### src/rtl/display_timer_if.sv
// Video timing bundle: pixel coordinates, sync/enable levels and frame/line strobes.
// Latency: n/a (signal bundle only).
// Backpressure: none; the timing source free-runs and consumers sample every cycle.
//
// Signals:
//   sx, sy     current pixel position (CORDW bits each)
//   hsync      horizontal sync level
//   vsync      vertical sync level
//   de         data enable, high on visible pixels
//   frame      one-cycle strobe on the first pixel of a frame
//   line       one-cycle strobe on the first pixel of a line
//   animate    one-cycle strobe on the first pixel of vertical blanking
//   frame_cnt  frames started since reset (FRAMEW bits, wraps)
//
// Modports:
//   master  the timing generator, which drives everything
//   slave   a consumer, which only reads
interface display_timer_if #(
  parameter int CORDW  = 10,
  parameter int FRAMEW = 16
);
  logic [CORDW-1:0]  sx;
  logic [CORDW-1:0]  sy;
  logic              hsync;
  logic              vsync;
  logic              de;
  logic              frame;
  logic              line;
  logic              animate;
  logic [FRAMEW-1:0] frame_cnt;

  modport master (
    output sx, sy, hsync, vsync, de, frame, line, animate, frame_cnt
  );

  modport slave (
    input  sx, sy, hsync, vsync, de, frame, line, animate, frame_cnt
  );
endinterface

### src/rtl/display_timer.sv
// Display timing generator: raster counters plus sync, data-enable and frame/line/animate strobes.
// Latency: every output is registered and describes the current (sx,sy) pixel with zero skew.
// Backpressure: none; the generator free-runs on clk_pix and never stalls.
//
// Ports:
//   clk_pix  pixel clock; all state updates on its rising edge
//   rst      asynchronous active-high reset; parks the raster on the last
//            pixel of the frame so the first edge after release lands on (0,0)
//   o_vid    display_timer_if.master carrying sx, sy, hsync, vsync, de,
//            frame, line, animate and frame_cnt
module display_timer #(
  parameter int CORDW  = 10,
  parameter int FRAMEW = 16,
  parameter int H_RES  = 640,
  parameter int H_FP   = 16,
  parameter int H_SYNC = 96,
  parameter int H_BP   = 48,
  parameter int V_RES  = 480,
  parameter int V_FP   = 10,
  parameter int V_SYNC = 2,
  parameter int V_BP   = 33,
  parameter bit H_POL  = 1'b0,
  parameter bit V_POL  = 1'b0
) (
  input  logic             clk_pix,
  input  logic             rst,
  display_timer_if.master  o_vid
);

  localparam int H_TOTAL = H_RES + H_FP + H_SYNC + H_BP;
  localparam int V_TOTAL = V_RES + V_FP + V_SYNC + V_BP;

  // Every boundary is cast to the coordinate width once, so all compares
  // below are between equal-width operands.
  localparam logic [CORDW-1:0] H_LAST   = CORDW'(H_TOTAL - 1);
  localparam logic [CORDW-1:0] V_LAST   = CORDW'(V_TOTAL - 1);
  localparam logic [CORDW-1:0] H_ACT    = CORDW'(H_RES);
  localparam logic [CORDW-1:0] V_ACT    = CORDW'(V_RES);
  localparam logic [CORDW-1:0] HS_START = CORDW'(H_RES + H_FP);
  localparam logic [CORDW-1:0] HS_END   = CORDW'(H_RES + H_FP + H_SYNC);
  localparam logic [CORDW-1:0] VS_START = CORDW'(V_RES + V_FP);
  localparam logic [CORDW-1:0] VS_END   = CORDW'(V_RES + V_FP + V_SYNC);
  localparam logic [CORDW-1:0] CORD_ONE = CORDW'(1);
  localparam logic [FRAMEW-1:0] FCNT_ONE = FRAMEW'(1);

  // Registered state; every output is driven straight from one of these.
  logic [CORDW-1:0]  r_sx;
  logic [CORDW-1:0]  r_sy;
  logic              r_hsync;
  logic              r_vsync;
  logic              r_de;
  logic              r_frame;
  logic              r_line;
  logic              r_animate;
  logic [FRAMEW-1:0] r_frame_cnt;

  // Next-pixel position and the decodes of that position.
  logic              w_sx_last;
  logic              w_sy_last;
  logic [CORDW-1:0]  w_sx_nxt;
  logic [CORDW-1:0]  w_sy_nxt;
  logic              w_hs_act;
  logic              w_vs_act;
  logic              w_de_nxt;
  logic              w_line_nxt;
  logic              w_frame_nxt;
  logic              w_animate_nxt;

  // The decodes are computed from the position the counters are about to
  // take, not the one they hold. That way a coordinate and every flag that
  // describes it are loaded on the same edge, so they never skew.
  always_comb begin
    w_sx_last = (r_sx == H_LAST);
    w_sy_last = (r_sy == V_LAST);

    w_sx_nxt = w_sx_last ? '0 : (r_sx + CORD_ONE);
    w_sy_nxt = r_sy;
    if (w_sx_last) begin
      w_sy_nxt = w_sy_last ? '0 : (r_sy + CORD_ONE);
    end

    w_hs_act      = (w_sx_nxt >= HS_START) && (w_sx_nxt < HS_END);
    w_vs_act      = (w_sy_nxt >= VS_START) && (w_sy_nxt < VS_END);
    w_de_nxt      = (w_sx_nxt < H_ACT) && (w_sy_nxt < V_ACT);
    w_line_nxt    = (w_sx_nxt == '0);
    w_frame_nxt   = w_line_nxt && (w_sy_nxt == '0);
    w_animate_nxt = w_line_nxt && (w_sy_nxt == V_ACT);
  end

  // Reset parks the counters on the last pixel of the frame. The first edge
  // after release then wraps them to (0,0) through the ordinary path, and the
  // all-ones frame count rolls over to zero on that same frame strobe. A
  // reset in mid-frame therefore restarts exactly like power-up, and no
  // strobe belonging to the abandoned frame can appear afterwards.
  always_ff @(posedge clk_pix or posedge rst) begin
    if (rst) begin
      r_sx        <= H_LAST;
      r_sy        <= V_LAST;
      r_hsync     <= ~H_POL;
      r_vsync     <= ~V_POL;
      r_de        <= 1'b0;
      r_frame     <= 1'b0;
      r_line      <= 1'b0;
      r_animate   <= 1'b0;
      r_frame_cnt <= '1;
    end else begin
      r_sx      <= w_sx_nxt;
      r_sy      <= w_sy_nxt;
      r_hsync   <= w_hs_act ? H_POL : ~H_POL;
      r_vsync   <= w_vs_act ? V_POL : ~V_POL;
      r_de      <= w_de_nxt;
      r_frame   <= w_frame_nxt;
      r_line    <= w_line_nxt;
      r_animate <= w_animate_nxt;
      // Counts on the frame strobe itself, so the value read alongside a
      // frame pulse already includes that frame. Wraps freely.
      if (w_frame_nxt) begin
        r_frame_cnt <= r_frame_cnt + FCNT_ONE;
      end
    end
  end

  assign o_vid.sx        = r_sx;
  assign o_vid.sy        = r_sy;
  assign o_vid.hsync     = r_hsync;
  assign o_vid.vsync     = r_vsync;
  assign o_vid.de        = r_de;
  assign o_vid.frame     = r_frame;
  assign o_vid.line      = r_line;
  assign o_vid.animate   = r_animate;
  assign o_vid.frame_cnt = r_frame_cnt;

endmodule

### src/flat_wrapper.sv
// flat-port wrapper written by rule: the top's interface ports become plain ports
module display_timer_flat 
#(
  parameter int CORDW  = 10,
  parameter int FRAMEW = 16,
  parameter int H_RES  = 640,
  parameter int H_FP   = 16,
  parameter int H_SYNC = 96,
  parameter int H_BP   = 48,
  parameter int V_RES  = 480,
  parameter int V_FP   = 10,
  parameter int V_SYNC = 2,
  parameter int V_BP   = 33,
  parameter bit H_POL  = 1'b0,
  parameter bit V_POL  = 1'b0
)
  (clk_pix, rst, o_vid_sx, o_vid_sy, o_vid_hsync, o_vid_vsync, o_vid_de, o_vid_frame, o_vid_line, o_vid_animate, o_vid_frame_cnt);
  display_timer_if #(.CORDW(CORDW), .FRAMEW(FRAMEW)) o_vid_i ();
  input  logic clk_pix;
  input  logic rst;
  output wire logic [$bits(o_vid_i.sx)-1:0] o_vid_sx;
  output wire logic [$bits(o_vid_i.sy)-1:0] o_vid_sy;
  output wire logic [$bits(o_vid_i.hsync)-1:0] o_vid_hsync;
  output wire logic [$bits(o_vid_i.vsync)-1:0] o_vid_vsync;
  output wire logic [$bits(o_vid_i.de)-1:0] o_vid_de;
  output wire logic [$bits(o_vid_i.frame)-1:0] o_vid_frame;
  output wire logic [$bits(o_vid_i.line)-1:0] o_vid_line;
  output wire logic [$bits(o_vid_i.animate)-1:0] o_vid_animate;
  output wire logic [$bits(o_vid_i.frame_cnt)-1:0] o_vid_frame_cnt;
  assign o_vid_sx = o_vid_i.sx;
  assign o_vid_sy = o_vid_i.sy;
  assign o_vid_hsync = o_vid_i.hsync;
  assign o_vid_vsync = o_vid_i.vsync;
  assign o_vid_de = o_vid_i.de;
  assign o_vid_frame = o_vid_i.frame;
  assign o_vid_line = o_vid_i.line;
  assign o_vid_animate = o_vid_i.animate;
  assign o_vid_frame_cnt = o_vid_i.frame_cnt;
  display_timer #(.CORDW(CORDW), .FRAMEW(FRAMEW), .H_RES(H_RES), .H_FP(H_FP), .H_SYNC(H_SYNC), .H_BP(H_BP), .V_RES(V_RES), .V_FP(V_FP), .V_SYNC(V_SYNC), .V_BP(V_BP), .H_POL(H_POL), .V_POL(V_POL)) u_core (.clk_pix(clk_pix), .rst(rst), .o_vid(o_vid_i));
endmodule
### config.mk
export PLATFORM = sky130hd
export DESIGN_NAME = display_timer_flat
export DESIGN_NICKNAME = d
export VERILOG_FILES = /design/src/rtl/display_timer_if.sv /design/src/rtl/display_timer.sv /design/src/flat_wrapper.sv
export SDC_FILE = /design/constraint.sdc
export NUM_CORES = 1
export LEC_CHECK = 0
export CAP_MARGIN = 40
export CORE_MARGIN = 3
export CORE_UTILIZATION = 25
export DETAILED_ROUTE_END_ITERATION = 8
export GPL_TIMING_DRIVEN = 0
export PLACE_DENSITY = 0.55
export SLEW_MARGIN = 20
export SYNTH_ARGS = -nofsm -noshare
export SYNTH_HDL_FRONTEND = slang
export SYNTH_SLANG_ARGS = --single-unit
### constraint.sdc
create_clock -name clk_pix -period 3.4 [get_ports clk_pix]
set_clock_uncertainty 0.1 [all_clocks]
set_input_delay 0.34 -clock clk_pix [delete_from_list [all_inputs] [get_ports clk_pix]]
set_output_delay 0.34 -clock clk_pix [all_outputs]
set_load 0.01 [all_outputs]
; Word-level counts from Yosys, hierarchy flattened
; Index checks and enable logic that the tools add are counted.
[totals]
register_bits = 42
word_cells = 33
[op_classes]
eq_ne = 3
reduce_logical = 7
order_cmp = 6
n_addsub = 3
muxes = 5
[op_table]
columns = cell, count
row1 = $mux 10, 3
row2 = $add 10x1->10 const B, 2
row3 = $eq 10x10->1 const B, 2
row4 = $logic_not 10->1, 2
row5 = $lt 10x10->1 const B, 2
row6 = $lt 10x9->1 const B, 2
row7 = $add 16x1->16 const B, 1
row8 = $eq 10x9->1 const B, 1
row9 = $ge 10x10->1 const B, 1
row10 = $ge 10x9->1 const B, 1
row11 = $logic_and 1x1->1, 5
row12 = $mux 1, 2

; Longest topological paths before layout
; Gate-level depths: netlist (run 1).
[logic_depth]
word_depth = 6
depth_mapped = 11
ltp_nobuf = 10

; Worst setup path before layout (run 1)
; OpenSTA, ideal clock, no wires.
[synth_path]
kind = register to register
from = register u_core.r_sx[0], in the netlist u_core.o_vid.sx[0]
to = register u_core.r_frame_cnt[9], in the netlist u_core.o_vid.frame_cnt[9]
n_path_buf = 2
arrival_time_ns = 3.249
synth_period_minus_slack_ns = 3.430
slack_ns = -0.030
setup_time_ns = 0.080
path_stages_with_launch = 12
cell_sequence = dfstp_2 -> ha_1 -> nand4_1 -> or3_1 -> buf_6 -> nor4_1 -> xor2_1 -> or4b_4 -> nor3_4 -> buf_6 -> nand3_4 -> xnor2_2
[synth_via]
elab_chain_len = 4
word_cells_on_any_way = 7
cone_classes = 1 x add/sub / 1 x eq/ne / 2 x mux / 3 x reduce/logical
[synth_lines]
columns = element, line
row1 = from (decl), display_timer.sv:47  ; logic [CORDW-1:0] r_sx;
row2 = from (signal assigned), display_timer.sv:107  ; r_sx <= w_sx_nxt;
row3 = $eq 10x10->1, display_timer.sv:73  ; w_sx_last = (r_sx == H_LAST);
row4 = $mux 10, display_timer.sv:78  ; if (w_sx_last) begin
row5 = via u_core.w_sy_nxt[8], display_timer.sv:61  ; logic [CORDW-1:0] w_sy_nxt;
row6 = $logic_not 10->1, display_timer.sv:86  ; w_frame_nxt = w_line_nxt && (w_sy_nxt == '0);
row7 = $logic_and 1x1->1, display_timer.sv:86
row8 = to (signal assigned), display_timer.sv:118  ; r_frame_cnt <= r_frame_cnt + FCNT_ONE;
row9 = to (decl), display_timer.sv:55  ; logic [FRAMEW-1:0] r_frame_cnt;
; The timed path passes the listed nets, and every way through them passes these cells.
; A chain may end at the register's enable or synchronous reset.

; Final worst setup path (run 1)
[layout_path]
from = register u_core.r_sx[5], in the netlist u_core.o_vid.sx[5]
to = register u_core.r_frame_cnt[9], in the netlist u_core.o_vid.frame_cnt[9]
; Same word-level chain as after synthesis.

==> flow_metrics.env, run 1 <==
export IMPL_synth_seq_cells=42
export IMPL_synth_area_leaders="dfstp_2 (33%), dfrtp_1 (16%), xnor2_2 (6.5%)"
export IMPL_synth_top_cell_by_area="dfstp_2"
export IMPL_first_iter_violations=71
export IMPL_grt_antenna_before_repair=0
export IMPL_synth_edff_count=0
export IMPL_drive_above_1_share=0.318
export IMPL_io_pin_count=44
export IMPL_crit_start="u_core.o_vid.sx[5]$_DFF_PP0_"
export IMPL_grt_pass1_vias=1711
export IMPL_cts_clk_slew_worst_paths_ns=0.08
export IMPL_clkSinkCount=42
export IMPL_slew_viol_final=0
export IMPL_final_cells=372
export IMPL_num_antenna_cells=0
export IMPL_dp_slack_ns=-0.333
export IMPL_worst_ep_required_time_ns=3.53
export IMPL_fin_crit_sh=0.949
export IMPL_finalHoldViolCount=0
export IMPL_hp_class="input pin to asynchronous set/reset pin"
export IMPL_rr_startpoint="u_core.o_vid.sx[5]$_DFF_PP0_"
export IMPL_die_y_um=101
export IMPL_synthSimpleGateAreaFrac=0.261
export IMPL_fp_coreArea_um2=8460
export IMPL_drtPass1Iterations=4
export IMPL_htreeDepth=2
export IMPL_syn_avg_cell_area_um2=10.8
export IMPL_ys_flop_type="dfstp_2"
export IMPL_vdd_drop_max_v=0.000145
export IMPL_synth_area_mux_share=0.00500
export IMPL_status="finished clean"
export IMPL_synth_common_cells="dfstp_2 (28), nand2_1 (16), dfrtp_1 (14)"
export IMPL_dieArea_um2=10200
export IMPL_ys_warn_count=0
export IMPL_nets=272
export IMPL_worstSetupEndpointType="flip-flop"
export IMPL_die_x_um=101
export IMPL_critPathKind="flip-flop to flip-flop"
export IMPL_worstPathArrival_ns=3.36
export IMPL_cp_start_kind="flip-flop"
export IMPL_grt_pass1_wl_mm=8.98
export IMPL_initial_core_util=0.266
export IMPL_synth_xor_area_share=0.127
export IMPL_routed_wl_mm=5.29
export IMPL_synth_most_common_cell="dfstp_2"
export IMPL_r2r_cells=12
export IMPL_grt_use_total=0.112
export IMPL_fin_ws_ns=0.172
export IMPL_hold_buffers=0
export IMPL_crit_fanout=10
export IMPL_setup_tns_ns=0
export IMPL_maxCapViolations=0
export IMPL_synth_top_area_share=0.327
export IMPL_grt_overflow_total=0
export IMPL_syn_area_um2=2250
export IMPL_drc=0
export IMPL_rsz0062_at_grt="false"
export IMPL_cts_buffers=5
export IMPL_utilization=0.363
export IMPL_synth_cells=208
export IMPL_synthAdderAreaFrac=0.0222
export IMPL_ys_seq_area_frac=0.482
export IMPL_worstMarginPinSlew_ns=0.495
export IMPL_synth_distinct_cells=45
export IMPL_root_buffer="clkbuf_8"
export IMPL_slew_headroom=0.668
export IMPL_endpoint="u_core.o_vid.frame_cnt[9]$_DFFE_PP1P_"
export IMPL_dp_hpwl_mm=3.89
export IMPL_syn_num_nets=214
export IMPL_postRouteAntennaNets=0
export IMPL_leakage_nw=1.25
export IMPL_setup_violations=0
export IMPL_place_gp_congestion=0.781
export IMPL_min_period_ns=3.23
export IMPL_fmax_mhz=310
export IMPL_place_inst=357
export IMPL_synth_compound_area_share=0.0667
export IMPL_avgViaCountPerCell=4.75
export IMPL_port_buffers=43
export IMPL_rows=33
export IMPL_cts_tree="done"
export IMPL_clk_latency_ns=0.30
export IMPL_clk_path_buf_depth=2
export IMPL_r2r_slack_ns=0.17
export IMPL_wl_per_cell_um=14.2
export IMPL_num_vias=1767
export IMPL_syn_to_final_growth_pct=36.3
export IMPL_fillers=850
export IMPL_r2r_end="u_core.o_vid.frame_cnt[9]$_DFFE_PP1P_"
export IMPL_p_per_area_nw_per_um2=277
export IMPL_synth_top_family_by_area="simple AND/OR/NAND/NOR gates"
export IMPL_synthArstFlopShare=1.00
export IMPL_holdWs_ns=0.255
export IMPL_grt_start_max_net_pins=26
==> worst min path at each step <==
| stage | from | to | slack, ns | cells past startpoint |
|---|---|---|---|---|
| 3_5_place_dp | u_core.o_vid.frame_cnt[8]$_DFFE_PP1P_ | u_core.o_vid.frame_cnt[8]$_DFFE_PP1P_ | 0.39 | 1 |
| 6_report | rst | u_core.o_vid.sx[6]$_DFF_PP0_ | 0.25 | 2 |
| 4_1_cts | rst | u_core.o_vid.sx[7]$_DFF_PP0_ | 0.27 | 2 |
| 5_1_grt | rst | u_core.o_vid.sy[4]$_DFF_PP0_ | 0.30 | 2 |
| 3_3_place_gp | u_core.o_vid.frame_cnt[8]$_DFFE_PP1P_ | u_core.o_vid.frame_cnt[8]$_DFFE_PP1P_ | 0.39 | 1 |
| 2_1_floorplan | u_core.o_vid.frame_cnt[8]$_DFFE_PP1P_ | u_core.o_vid.frame_cnt[8]$_DFFE_PP1P_ | 0.40 | 1 |
==> cells in the final DEF, fill, tap and decap left out, drive strengths merged, types with 2 or more instances in the layout <==
master | synthesis | final
xor2 | 7 | 7
a21oi | 2 | 2
nand4 | 10 | 10
dfstp | 28 | 28
or4 | 4 | 4
nand2 | 24 | 24
and4 | 3 | 3
nor3 | 8 | 8
nand4b | 2 | 2
and3 | 9 | 9
dfrtp | 14 | 14
ha | 4 | 4
clkdlybuf4s50 | 0 | 43
clkbuf | 1 | 7
o21ai | 10 | 10
inv | 9 | 9
xnor2 | 18 | 18
buf | 6 | 15
nor4 | 6 | 6
nor2 | 8 | 8
nand3 | 13 | 13
or3 | 5 | 5
==> timing repair <==
action	CTS	global route
endpoints found under the hold margin	0	0
setup buffers	4	4
endpoints found under the setup margin	16	16
gates resized for setup	4	9
pin swaps	4	2
==> power by group <==
part           switching, mW  total (mW)  internal (mW)
logic                 0.0101      0.0135        0.00340
clock network          0.173       0.337          0.164
registers                  0       0.501          0.501
total                  0.183       0.851          0.668
==> kinds of logic (layout without fill, tap and decap cells) <==
group | Yosys count | count (layout)
AO/OA/AOI/OAI | 22 | 22
XOR/XNOR | 25 | 25
adder cells (fa/ha/maj) | 4 | 4
buffers and inverters | 16 | 75
flip-flops | 42 | 42
multiplexers | 1 | 1
AND/OR/NAND/NOR | 98 | 98
==> sequential cells by signal (all words and copies together) (netlist names) <==
name                    count
u_core.o_vid.frame_cnt     16
u_core.o_vid.sx            10
u_core.o_vid.sy            10
u_core.o_vid.animate        1
u_core.o_vid.de             1
u_core.o_vid.frame          1
u_core.o_vid.hsync          1
u_core.o_vid.line           1
u_core.o_vid.vsync          1
==> worst max-delay path, cell delays in order, from the launching register on <==
cell     delay, ns
dfrtp_2       0.44
or3_1         0.37
buf_2         0.17
or3_1         0.33
buf_6         0.16
nor4_4        0.26
xor2_1        0.13
or4b_4        0.55
nor3_4        0.16
buf_12        0.15
buf_12        0.14
nand3_4       0.07
xnor2_2       0.13
==> cell type report <==
type	instances	area [µm²]	share of cell area
multi-input combinational	150	1140	0.371
sequential	42	1090	0.355
timing repair buffer	52	536	0.174
tap	105	131	0.0428
clock buffer	7	86.3	0.0281
buffer	6	51.3	0.0167
inverter	9	33.8	0.0110
clock inverter	1	5.00	0.00163
==> per-stage QoR <==
| step | area (µm²) | power (mW) |
|---|---|---|
| 2_1_floorplan | 2250 | 0.516 |
| 3_3_place_gp | 2810 | 0.521 |
| 3_5_place_dp | 2830 | 0.524 |
| 4_1_cts | 3000 | 0.868 |
| 5_1_grt | 3070 | 0.900 |
| 6_report | 3070 | 0.851 |
==> layer usage <==
layer / GRT usage / up-vias / share of wire
met5: 0 / - / 0
met4: 0.0307 / 0 / 0.012
met3: 0.0256 / 4 / 0.044
li1: - / 876 / -
met2: 0.154 / 35 / 0.44
met1: 0.173 / 852 / 0.50
Note: power is estimated with default switching activity, not from simulation.
==> run 2, diff against run 1 <==
CAP_MARGIN = 20   (was 40)
==> flow_metrics.env, run 2 (synthesis gave the netlist of run 1 again) <==
export IMPL_io_pin_count=44
export IMPL_cts_buffers=5
export IMPL_drtPass1Iterations=4
export IMPL_status="finished clean"
export IMPL_num_antenna_cells=0
export IMPL_dp_slack_ns=-0.333
export IMPL_setup_violations=0
export IMPL_p_per_area_nw_per_um2=277
export IMPL_fp_coreArea_um2=8460
export IMPL_cts_tree="done"
export IMPL_regArea_um2=1090
export IMPL_swShare=0.215
export IMPL_grt_pass1_vias=1711
export IMPL_multi_input_comb_area_um2=1140
export IMPL_dieArea_um2=10200
export IMPL_rsz0062_at_grt="false"
export IMPL_nets=272
export IMPL_grt_overflow_total=0
export IMPL_hold_buffers=0
export IMPL_worst_ep_required_time_ns=3.53
export IMPL_worstMarginPinSlew_ns=0.495
export IMPL_first_iter_violations=71
export IMPL_crit_fanout=10
export IMPL_postRouteAntennaNets=0
export IMPL_routed_wl_mm=5.29
export IMPL_syn_to_final_growth_pct=36.3
export IMPL_htreeDepth=2
export IMPL_wl_per_cell_um=14.2
export IMPL_dp_hpwl_mm=3.89
export IMPL_utilization=0.363
export IMPL_clk_path_buf_depth=2
export IMPL_slew_viol_final=0
export IMPL_place_area_um2=2830
export IMPL_final_cell_mix="clkdlybuf4s50_1 (43), dfstp_2 (28), nand2_1 (16)"
export IMPL_critPathKind="flip-flop to flip-flop"
export IMPL_worstSetupEndpointType="flip-flop"
export IMPL_hp_class="input pin to asynchronous set/reset pin"
export IMPL_fmax_mhz=310
export IMPL_fin_ws_ns=0.172
export IMPL_rows=33
export IMPL_leakage_nw=1.25
export IMPL_final_common_cell="clkdlybuf4s50_1"
export IMPL_vdd_drop_max_v=0.000145
export IMPL_drc=0
export IMPL_root_buffer="clkbuf_8"
export IMPL_fillers=850
export IMPL_worstPathArrival_ns=3.36
export IMPL_clkSinkCount=42
export IMPL_grt_use_total=0.112
export IMPL_port_buffers=43
export IMPL_fin_crit_sh=0.949
export IMPL_grt_antenna_before_repair=0
export IMPL_p_switching_uw=183
export IMPL_clkPwrFrac=0.396
export IMPL_die_y_um=101
export IMPL_p_int_uw=668
export IMPL_place_gp_congestion=0.781
export IMPL_grt_pass1_wl_mm=8.98
export IMPL_finalHoldViolCount=0
export IMPL_clk_latency_ns=0.30
export IMPL_min_period_ns=3.23
export IMPL_final_area_um2=3070
export IMPL_num_vias=1767
export IMPL_avgViaCountPerCell=4.75
export IMPL_largest_reg_flops=16
export IMPL_cts_clk_slew_worst_paths_ns=0.08
export IMPL_cp_start_kind="flip-flop"
export IMPL_combPwrFrac=0.016
export IMPL_grt_start_max_net_pins=26
export IMPL_die_x_um=101
export IMPL_maxCapViolations=0
export IMPL_initial_core_util=0.266
export IMPL_p_seq_frac=0.588
export IMPL_slew_headroom=0.668
export IMPL_drive_above_1_share=0.318
run 2: cell counts in the layout (fill, tap and decap cells not counted):
No cell type changed its count.
run 2: routing by layer:
| metal | track usage | vias up | share of wire |
|---|---|---|---|
| li1 | - | 876 | - |
| met4 | 0.0307 | 0 | 0.012 |
| met1 | 0.173 | 852 | 0.50 |
| met3 | 0.0256 | 4 | 0.044 |
| met5 | 0 | - | 0 |
| met2 | 0.154 | 35 | 0.44 |
run 2: what timing repair did:
item / in CTS / in global routing
buffers inserted: 4 / 4
resized for setup: 4 / 9
endpoints found under the setup margin: 16 / 16
pin swaps: 4 / 2
run 2: area by class of cell:
type / count / area share
inverters: 9 / 0.0110
clock inverters: 1 / 0.00163
plain buffers: 6 / 0.0167
clock buffers: 7 / 0.0281
repair buffers: 52 / 0.174
multi-input cells: 150 / 0.371
well taps: 105 / 0.0428
flip-flops and latches: 42 / 0.355
run 2: worst paths after layout:
path / startpoint / end / slack (ns) / depth (start not counted)
max: u_core.o_vid.sx[5]$_DFF_PP0_ / u_core.o_vid.frame_cnt[9]$_DFFE_PP1P_ / 0.17 / 12
min: rst / u_core.o_vid.sx[6]$_DFF_PP0_ / 0.25 / 2
max reg2reg: u_core.o_vid.sx[5]$_DFF_PP0_ / u_core.o_vid.frame_cnt[9]$_DFFE_PP1P_ / 0.17 / 12
min reg2reg: u_core.o_vid.frame_cnt[8]$_DFFE_PP1P_ / u_core.o_vid.frame_cnt[8]$_DFFE_PP1P_ / 0.40 / 1
max in group asynchronous: rst / u_core.o_vid.frame_cnt[7]$_DFFE_PP1P_ / 2.40 / 3
min in group clk_pix: u_core.o_vid.frame_cnt[8]$_DFFE_PP1P_ / u_core.o_vid.frame_cnt[8]$_DFFE_PP1P_ / 0.40 / 1
run 2: metrics by stage:
step                instances  TNS, ns  hold WS [ns]  power [mW]
CTS                       368        0         0.267       0.868
floorplan                 208        0         0.398       0.516
global route              372        0         0.303       0.900
finish                    372        0         0.255       0.851
detailed placement        357    -4.43         0.392       0.524
global placement          356    -3.99         0.386       0.521
run 2: critical path, stage by stage (launching register included):
cell,delay (ns)
dfrtp_2,0.44
or3_1,0.37
buf_2,0.17
or3_1,0.33
buf_6,0.16
nor4_4,0.26
xor2_1,0.13
or4b_4,0.55
nor3_4,0.16
buf_12,0.15
buf_12,0.14
nand3_4,0.07
xnor2_2,0.13
run 2: power groups by stage:
stage	combinational (mW)	sequential [mW]	clock [mW]
global placement	0.0117	0.509	0
floorplan	0.00705	0.509	0
detailed placement	0.0146	0.509	0
finish	0.0135	0.501	0.337
global route	0.0160	0.501	0.383
CTS	0.0146	0.501	0.353
